## src/rtl/com_link_pkg.sv

```systemverilog
// Shared command codes and FSM state type for the host readout link.
// Imported by the responder and its bench.
`timescale 1ns/1ps
package com_link_pkg;

  localparam logic [7:0] CMD_START = 8'hFB;
  localparam logic [7:0] CMD_READ  = 8'hF8;

  typedef enum logic [2:0] {
    IDLE,
    CMD,
    DECODE,
    LOAD,
    STREAM,
    DONE
  } com_state_t;

endpackage

```

## src/rtl/com_link_responder_if.sv

```systemverilog
// Block-buffer side of the readout link: ready/release handshake plus
// read bus. master = responder, slave = buffer owner.
`timescale 1ns/1ps
interface com_link_responder_if #(
  parameter int ADDR_W = 10
);

  logic              blk_ready;
  logic              blk_release;
  logic              mem_rden;
  logic [ADDR_W-1:0] mem_addr;
  logic [7:0]        mem_data;

  modport master (
    input  blk_ready,
    input  mem_data,
    output blk_release,
    output mem_rden,
    output mem_addr
  );

  modport slave (
    output blk_ready,
    output mem_data,
    input  blk_release,
    input  mem_rden,
    input  mem_addr
  );

endinterface

```

## src/rtl/com_sck_sync.sv

```systemverilog
// 2-FF synchronisers for an async SCK/MOSI pair plus SCK rise/fall pulses.
// Ports: clk, rst, sck_i, mosi_i -> sck_rise_o, sck_fall_o, mosi_o.
`timescale 1ns/1ps
module com_sck_sync (
  input  logic clk,
  input  logic rst,
  input  logic sck_i,
  input  logic mosi_i,
  output logic sck_rise_o,
  output logic sck_fall_o,
  output logic mosi_o
);

  // sck_q[2] is the previous synchronised value used for edge detect.
  logic [2:0] sck_q;
  logic [1:0] mosi_q;

  always_ff @(posedge clk) begin
    if (rst) begin
      sck_q  <= '0;
      mosi_q <= '0;
    end else begin
      sck_q  <= {sck_q[1:0], sck_i};
      mosi_q <= {mosi_q[0], mosi_i};
    end
  end

  // MOSI has the same sync depth as SCK, so it lines up with the rise pulse.
  assign sck_rise_o = sck_q[1] & ~sck_q[2];
  assign sck_fall_o = ~sck_q[1] & sck_q[2];
  assign mosi_o     = mosi_q[1];

endmodule

```

## src/rtl/com_link_responder.sv

```systemverilog
// Host readout link responder (SPI mode 0 slave, MSB first, no CS).
// Ports: clk, rst, sck_in, mosi_in, miso_out, rdy_out, arm, cmd_err, bus.
`timescale 1ns/1ps
module com_link_responder
  import com_link_pkg::*;
#(
  parameter int BLOCKSIZE    = 1024,
  parameter int ADDR_W       = 10,
  parameter int IDLE_TIMEOUT = 64
) (
  input  logic clk,
  input  logic rst,
  input  logic sck_in,
  input  logic mosi_in,
  output logic miso_out,
  output logic rdy_out,
  output logic arm,
  output logic cmd_err,
  com_link_responder_if.master bus
);

  localparam int TO_W = $clog2(IDLE_TIMEOUT + 1);
  localparam logic [ADDR_W-1:0] LAST   = ADDR_W'(BLOCKSIZE - 1);
  localparam logic [ADDR_W-1:0] A_ONE  = ADDR_W'(1);
  localparam logic [TO_W-1:0]   TO_MAX = TO_W'(IDLE_TIMEOUT - 1);
  localparam logic [TO_W-1:0]   TO_ONE = TO_W'(1);

  logic rise;
  logic fall;
  logic mosi_s;

  com_state_t        state_q, state_d;
  logic [3:0]        bit_q, bit_d;
  logic [ADDR_W-1:0] byte_q, byte_d;
  logic [ADDR_W-1:0] addr_q, addr_d;
  logic [7:0]        rx_q, rx_d;
  logic [7:0]        tx_q, tx_d;
  logic [7:0]        nxt_q, nxt_d;
  logic [TO_W-1:0]   to_q, to_d;
  logic              rdy_q, rdy_d;
  logic              rel_q, rel_d;
  logic              rden_q, rden_d;
  logic              pend_q;
  logic              arm_q, arm_d;
  logic              err_q, err_d;

  com_sck_sync u_sync (
    .clk        (clk),
    .rst        (rst),
    .sck_i      (sck_in),
    .mosi_i     (mosi_in),
    .sck_rise_o (rise),
    .sck_fall_o (fall),
    .mosi_o     (mosi_s)
  );

  always_comb begin
    state_d = state_q;
    bit_d   = bit_q;
    byte_d  = byte_q;
    addr_d  = addr_q;
    rx_d    = rx_q;
    tx_d    = tx_q;
    // Read data arrives one clk after rden; latch it as the next byte.
    nxt_d   = pend_q ? bus.mem_data : nxt_q;
    to_d    = '0;
    rel_d   = 1'b0;
    rden_d  = 1'b0;
    arm_d   = 1'b0;
    err_d   = 1'b0;

    unique case (state_q)
      IDLE: begin
        bit_d  = '0;
        byte_d = '0;
        if (rise) begin
          rx_d    = {rx_q[6:0], mosi_s};
          bit_d   = 4'd1;
          state_d = CMD;
        end
      end

      CMD: begin
        to_d = to_q + TO_ONE;
        if (rise) begin
          to_d = '0;
          rx_d = {rx_q[6:0], mosi_s};
          if (bit_q == 4'd7) begin
            bit_d   = '0;
            state_d = DECODE;
          end else begin
            bit_d = bit_q + 4'd1;
          end
        end else if (fall) begin
          to_d = '0;
        end else if (to_q == TO_MAX) begin
          to_d    = '0;
          bit_d   = '0;
          byte_d  = '0;
          tx_d    = '0;
          state_d = IDLE;
        end
      end

      DECODE: begin
        unique case (1'b1)
          (rx_q == CMD_START): begin
            arm_d   = 1'b1;
            state_d = IDLE;
          end
          (rx_q == CMD_READ) && bus.blk_ready: begin
            addr_d  = '0;
            rden_d  = 1'b1;
            byte_d  = '0;
            bit_d   = '0;
            state_d = LOAD;
          end
          default: begin
            err_d   = 1'b1;
            state_d = IDLE;
          end
        endcase
      end

      LOAD: begin
        if (pend_q) begin
          tx_d    = bus.mem_data;
          state_d = STREAM;
        end
      end

      STREAM: begin
        to_d = to_q + TO_ONE;
        if (rise) begin
          to_d = '0;
          if ((bit_q == 4'd7) && (byte_q == LAST)) begin
            bit_d   = '0;
            state_d = DONE;
          end else begin
            bit_d = bit_q + 4'd1;
          end
        end else if (fall) begin
          to_d = '0;
          // bit_q==0 is the stray fall right after a rise-less load.
          if (bit_q == 4'd8) begin
            tx_d   = nxt_q;
            bit_d  = '0;
            byte_d = byte_q + A_ONE;
          end else if (bit_q != 4'd0) begin
            tx_d = {tx_q[6:0], 1'b0};
            if ((bit_q == 4'd7) && (byte_q != LAST)) begin
              addr_d = addr_q + A_ONE;
              rden_d = 1'b1;
            end
          end
        end else if (to_q == TO_MAX) begin
          to_d    = '0;
          bit_d   = '0;
          byte_d  = '0;
          tx_d    = '0;
          state_d = IDLE;
        end
      end

      DONE: begin
        rel_d   = 1'b1;
        tx_d    = '0;
        bit_d   = '0;
        byte_d  = '0;
        state_d = IDLE;
      end

      default: begin
        tx_d    = '0;
        state_d = IDLE;
      end
    endcase

    rdy_d = (state_d == IDLE) && bus.blk_ready;
  end

  always_ff @(posedge clk) begin
    if (rst) begin
      state_q <= IDLE;
      bit_q   <= '0;
      byte_q  <= '0;
      addr_q  <= '0;
      rx_q    <= '0;
      tx_q    <= '0;
      nxt_q   <= '0;
      to_q    <= '0;
      rdy_q   <= 1'b0;
      rel_q   <= 1'b0;
      rden_q  <= 1'b0;
      pend_q  <= 1'b0;
      arm_q   <= 1'b0;
      err_q   <= 1'b0;
    end else begin
      state_q <= state_d;
      bit_q   <= bit_d;
      byte_q  <= byte_d;
      addr_q  <= addr_d;
      rx_q    <= rx_d;
      tx_q    <= tx_d;
      nxt_q   <= nxt_d;
      to_q    <= to_d;
      rdy_q   <= rdy_d;
      rel_q   <= rel_d;
      rden_q  <= rden_d;
      pend_q  <= rden_q;
      arm_q   <= arm_d;
      err_q   <= err_d;
    end
  end

  // tx_q is cleared outside LOAD/STREAM, so its MSB is the MISO line.
  assign miso_out        = tx_q[7];
  assign rdy_out         = rdy_q;
  assign arm             = arm_q;
  assign cmd_err         = err_q;
  assign bus.blk_release = rel_q;
  assign bus.mem_rden    = rden_q;
  assign bus.mem_addr    = addr_q;

endmodule

```

## src/flat_wrapper.sv

```systemverilog
// flat-port wrapper written by rule: the top's interface ports become plain ports
module com_link_responder_flat import com_link_pkg::*;
#(
  parameter int BLOCKSIZE    = 1024,
  parameter int ADDR_W       = 10,
  parameter int IDLE_TIMEOUT = 64
)
  (clk, rst, sck_in, mosi_in, miso_out, rdy_out, arm, cmd_err, bus_blk_ready, bus_mem_data, bus_blk_release, bus_mem_rden, bus_mem_addr);
  com_link_responder_if #(.ADDR_W(ADDR_W)) bus_i ();
  input  logic clk;
  input  logic rst;
  input  logic sck_in;
  input  logic mosi_in;
  output logic miso_out;
  output logic rdy_out;
  output logic arm;
  output logic cmd_err;
  input wire logic [$bits(bus_i.blk_ready)-1:0] bus_blk_ready;
  input wire logic [$bits(bus_i.mem_data)-1:0] bus_mem_data;
  output wire logic [$bits(bus_i.blk_release)-1:0] bus_blk_release;
  output wire logic [$bits(bus_i.mem_rden)-1:0] bus_mem_rden;
  output wire logic [$bits(bus_i.mem_addr)-1:0] bus_mem_addr;
  assign bus_i.blk_ready = bus_blk_ready;
  assign bus_i.mem_data = bus_mem_data;
  assign bus_blk_release = bus_i.blk_release;
  assign bus_mem_rden = bus_i.mem_rden;
  assign bus_mem_addr = bus_i.mem_addr;
  com_link_responder #(.BLOCKSIZE(BLOCKSIZE), .ADDR_W(ADDR_W), .IDLE_TIMEOUT(IDLE_TIMEOUT)) u_core (.clk(clk), .rst(rst), .sck_in(sck_in), .mosi_in(mosi_in), .miso_out(miso_out), .rdy_out(rdy_out), .arm(arm), .cmd_err(cmd_err), .bus(bus_i));
endmodule
```

## config.mk

```make
export PLATFORM = sky130hd
export DESIGN_NAME = com_link_responder_flat
export DESIGN_NICKNAME = d
export VERILOG_FILES = /design/src/rtl/com_link_pkg.sv /design/src/rtl/com_link_responder_if.sv /design/src/rtl/com_sck_sync.sv /design/src/rtl/com_link_responder.sv /design/src/flat_wrapper.sv
export SDC_FILE = /design/constraint.sdc
export NUM_CORES = 1
export LEC_CHECK = 0
export ABC_CLOCK_PERIOD_IN_PS = 2900
export CAP_MARGIN = 20
export CORE_UTILIZATION = 57
export CTS_CLUSTER_SIZE = 8
export DETAILED_ROUTE_END_ITERATION = 6
export PLACE_DENSITY = 0.79
export SETUP_SLACK_MARGIN = 0.05
export SLEW_MARGIN = 25
export SYNTH_ARGS = -nofsm -noshare
export SYNTH_HDL_FRONTEND = slang
export SYNTH_HIERARCHICAL = 1
export SYNTH_SLANG_ARGS = --single-unit
export TNS_END_PERCENT = 30
```

## constraint.sdc

```tcl
create_clock -name clk -period 2.9 [get_ports clk]
set_clock_uncertainty 0.15 [all_clocks]
set_input_delay 0.87 -clock clk [delete_from_list [all_inputs] [get_ports clk]]
set_output_delay 0.87 -clock clk [all_outputs]
set_load 0.01 [all_outputs]
```

### Word-level counts from Yosys, hierarchy flattened

Index checks and enable logic that the tools add are counted.

| operators by class | value |
|---|---|
| add/subtract/negate cells | 4 |
| equal/unequal tests | 25 |
| muxes and demuxes | 54 |
| bitwise logic cells | 7 |
| reductions and logical operators | 22 |

Operators by type and width:

| kind | count |
|---|---|
| $mux W10 | 12 |
| $mux W8 | 8 |
| $pmux W10 S4 | 1 |
| $mux W4 | 9 |
| $pmux W8 S4 | 1 |
| $mux W3 | 8 |
| $add A10 B1 Y10 const B | 2 |
| $pmux W10 S2 | 1 |
| $pmux W4 S5 | 1 |
| $eq A8 B8 Y1 const B | 2 |
| $pmux W3 S5 | 1 |
| $reduce_and A6 Y1 | 2 |
| $reduce_or A2 Y1 | 6 |
| $eq A10 B10 Y1 const B | 1 |
| $mux W1 | 10 |
| $ne A10 B10 Y1 const B | 1 |
| $ne A2 B1 Y1 const B | 5 |
| $ne A2 B2 Y1 const B | 4 |
| $reduce_bool A4 Y1 | 2 |
| $add A7 B1 Y7 const B | 1 |
| $eq A7 B6 Y1 const B | 1 |
| $reduce_and A7 Y1 | 1 |
| $eq A3 B2 Y1 const B | 2 |
| $eq A3 B3 Y1 const B | 2 |
| other kinds (19) | 28 |

| word-level totals | value |
|---|---|
| register bits | 69 |
| input bits | 13 |
| output and inout bits | 16 |

### Longest topological paths before layout

| depth | value |
|---|---|
| word-level depth | 8 |
| depth in mapped cells | 8 |

### By module

The synthesis kept the hierarchy.

Modules (own cells, without submodules):

| module | instances | cells each | area each (sq um) | seq. area each (sq um) |
|---|---|---|---|---|
| com_link_responder | 1 | 377 | 3213.1 | 1281.2 |
| com_sck_sync | 1 | 12 | 143.9 | 100.1 |

### Worst setup path after synthesis

OpenSTA, ideal clock, no wires.

| timing | value |
|---|---|
| path kind | input to register |
| start point | input bus_blk_ready |
| end point | register u_core.addr_q[7] (netlist: u_core/bus.mem_addr[7]) |
| library setup time | 73 ps |
| data arrival time | 2445 ps |
| data required time | 2677 ps |
| slack | 232 ps |
| stages on the path | 6 |
| path buffers | 1 |
| cell sequence | or3b_1 > buf_2 > o32a_1 > a211o_1 > or4_1 > a21oi_1 |

| on the way | value |
|---|---|
| word-level cells in the longest chain between the ends | 3 |

RTL lines:

| what | RTL line | text |
|---|---|---|
| start, declared | flat_wrapper.sv:18 | `input wire logic [$bits(bus_i.blk_ready)-1:0] bus_blk_ready;` |
| $logic_and A1 B1 Y1 | com_link_responder.sv:111 | `(rx_q == CMD_READ) && bus.blk_ready: begin` |
| $ne A2 B1 Y1 (no source line) | - |  |
| $reduce_and A7 Y1 (no source line) | - |  |
| end signal, assigned | com_link_responder.sv:202 | `addr_q <= addr_d;` |
| end, declared | com_link_responder.sv:35 | `logic [ADDR_W-1:0] addr_q, addr_d;` |

Every way passes these cells.
A chain may end at the register's enable or synchronous reset.

### Final worst setup path

| timing | value |
|---|---|
| start point | input bus_blk_ready |
| end point | register u_core.addr_q[5] (netlist: u_core/bus.mem_addr[5]) |

The elaborated chain is that of the path after synthesis.

==> out/metrics.yaml <==
stdcell_count: 511
cp_max_fo: 6
grt_pass1_vias: 2879
wl_per_cell_um: 15.6
placedCellCount: 494
critical_path_arrival_ps: 2930
die_area_mm2: 0.00620
antenna_found_initial: 0
port-buffer-count: 28
syn_to_final_growth_pct: 21.2
intPower_uw: 1420
grt_remaining_overflow: 0
cts.path.max_buffers: 2
clock-sinks: 69
num_io_pins: 29
final_cell_mix: "dfxtp_1 (69), nor2_1 (39), clkdlybuf4s50_1 (28)"
insertion_delay_ps: 350
ys_ff_latch: 69
switching_power_uw: 440
dieHeight_um: 78.7
p_clk_share_pct: 44.0
setup_ws_ps: 98.1
ctsHoldBuffers: 0
vias: 3057
drcViolationCount: 0
core.rowCount: 27
timing.slew.headroom_pct: 51.8
grt_pass1_wl_um: 13200
synth_cell_type_count: 57
rsz0062_at_grt: "true"
report.power.total_uw: 1860
combPwrFrac_pct: 4.7
synth_fp_nets: 407
vdd_drop_max_mv: 0.397
initial_core_util_pct: 59.9
antenna_cells: 0
fin_crit_sh_pct: 96.6
outcome: "complete, no violations"
coreArea_mm2: 0.00561
setup_violations: 0
hold_violations: 0
reg2reg_depth: 6
cts_tree: "built"
critPathLaunchType: "input pin"
tns_ps: 0
hold_depth: 1
grt_use_total_pct: 27.3
place_hpwl_um: 5420
grt_max_degree: 21
p_sw_share_pct: 23.7
ys.flop_type: "dfxtp_1"
ant_nets: 0
p_leak_uw: 0.00141
rrSetupSlack_ps: 430
drtIter0Drc: 347
p_seq_share_pct: 51.4
yosys_warnings: 6
clkTransAtPathRegs_ps: 70
layout_commonest_cell: "dfxtp_1"
period_needed_ps: 2800
drt-total-wl_um: 7980
synth_area_mm2: 0.00336
vias_per_cell: 5.98
place_congestion: 0.911
htreeDepth: 3
nNetsFinal: 452
syn_area_per_cell_um2: 8.63
hold_path_class: "reg -> reg"
synthCells: 389
drive_gt1_share_pct: 12.1
crit_type: "in -> reg"
dp_slack_ps: -319
report.final.slew_viol_count: 0
worst_pin_slew_ps: 721
cts_inserted_buffers: 9
critPathRequiredTime_ps: 3030
seq_area_frac_synth_pct: 41.1
power_density_mw_per_mm2: 457
maxCapViolCount: 0
max_freq_mhz: 357
firstDrtPassIters: 4
cts_root_buf: "clkbuf_8"
cp-end-kind: "flip-flop"
synth_edf_count: 0
die_w_um: 78.7
ys_async_sr_fraction_pct: 0
-- what timing repair did --
| item | in CTS | in global routing |
|---|---|---|
| gates resized for setup | 1 | 3 |
| setup buffers | 0 | 1 |
| pin swaps | 0 | 3 |
| endpoints found under the hold margin | 0 | 0 |
| gates cloned | 0 | 0 |
| setup endpoints to repair | 1 | 6 |
-- state kept, by name (all words and copies together), names as in the netlist --
name	flops
u_core/arm	1
u_core/byte_q	10
u_core/tx_q	8
u_core/nxt_q	8
u_core/bus.mem_addr	10
u_core/rx_q	8
u_core/state_q	3
u_core/pend_q	1
u_core/to_q	7
u_core/bus.mem_rden	1
u_core/u_sync/mosi_q	2
u_core/rdy_out	1
u_core/bus.blk_release	1
u_core/u_sync/sck_q	3
u_core/cmd_err	1
u_core/bit_q	4
-- Yosys cell counts (all sizes together) (3+ instances only) --
cell type | count | area (um2)
a32oi | 3 | 26.3
nor4 | 5 | 31.3
mux2i | 25 | 250
nor2 | 39 | 146
dfxtp | 69 | 1380
buf | 5 | 21.3
and3 | 7 | 43.8
o211ai | 4 | 30.0
o21ai | 27 | 135
nand2 | 25 | 93.8
ha | 5 | 62.6
nor2b | 11 | 68.8
and2 | 6 | 37.5
a21oi | 27 | 139
o31ai | 12 | 90.1
or3b | 3 | 26.3
xnor2 | 4 | 35.0
nand2b | 5 | 33.8
inv | 11 | 41.3
a22o | 6 | 52.6
xor2 | 3 | 26.3
nor3 | 11 | 55.1
nand3b | 4 | 30.0
nand3 | 11 | 55.1
or4 | 4 | 30.0
clkbuf | 12 | 45.0
or3 | 6 | 37.5
nand4 | 3 | 18.8
-- area by class of cell --
type                    count  area (um2)
clock buffers              10         138
clock inverters             6        70.1
fillers                   464        1540
inverters                  12        45.0
multi-input cells         291        1870
flip-flops and latches     69        1380
well taps                  72        90.1
repair buffers             51         469
-- worst max-delay path: stages --
cell and delay [ps]:
clkdlybuf4s50_1 470, or3b_4 410, o32a_1 180, a211o_1 310, buf_4 180, or3_1 370, a21oi_1 140
-- routing by layer --
| layer | GRT usage, % | up-vias | share of wire [%] |
|---|---|---|---|
| met5 | 0 | - | 0 |
| li1 | - | 1519 | - |
| met1 | 36.5 | 1445 | 47 |
| met3 | 4.83 | 9 | 5.6 |
| met4 | 11.5 | 0 | 1.5 |
| met2 | 43.4 | 84 | 46 |
-- worst paths after layout --
path / startpoint / end
worst min-delay path: u_core/u_sync/sck_q[0] / u_core/u_sync/sck_q[1]
worst max register to register: u_core/state_q[1] / u_core/bus.mem_addr[5]
worst max-delay path: bus_blk_ready / u_core/bus.mem_addr[5]
worst min register to register: u_core/u_sync/sck_q[0] / u_core/u_sync/sck_q[1]
-- power groups by stage --
stage	sequential (uW)	clock, uW	combinational, uW
2_1_floorplan	976	0	42.4
3_3_place_gp	976	0	83.1
3_5_place_dp	976	0	83.8
4_1_cts	954	826	84.9
5_1_grt	954	870	93.6
6_report	954	816	87.2
-- logic make-up (layout without fill, tap and decap cells) --
kind of cell               count (synthesis)  count (layout)  share of synthesized area, %
and+or+nand+nor                          150             150                          23.6
DFF                                       69              69                          41.1
adders and majority gates                  5               5                          1.86
muxes                                     26              26                          7.79
buffers and inverters                     29              79                          3.32
AOI/OAI and AO/OA                        103             103                          20.4
xor gates and xnor gates                   7               7                          1.83
-- through the flow --
stage | instance area, um2 | hold slack (ps) | util [%]
after global routing | 4070 | 316 | 72.5
after CTS | 4050 | 290 | 72.2
after detailed placement | 3840 | 272 | 68.5
after global placement | 3840 | 274 | 68.5
after floorplan | 3360 | 263 | -
final | 4070 | 287 | 72.5
Note: power is estimated with default switching activity, not from simulation.
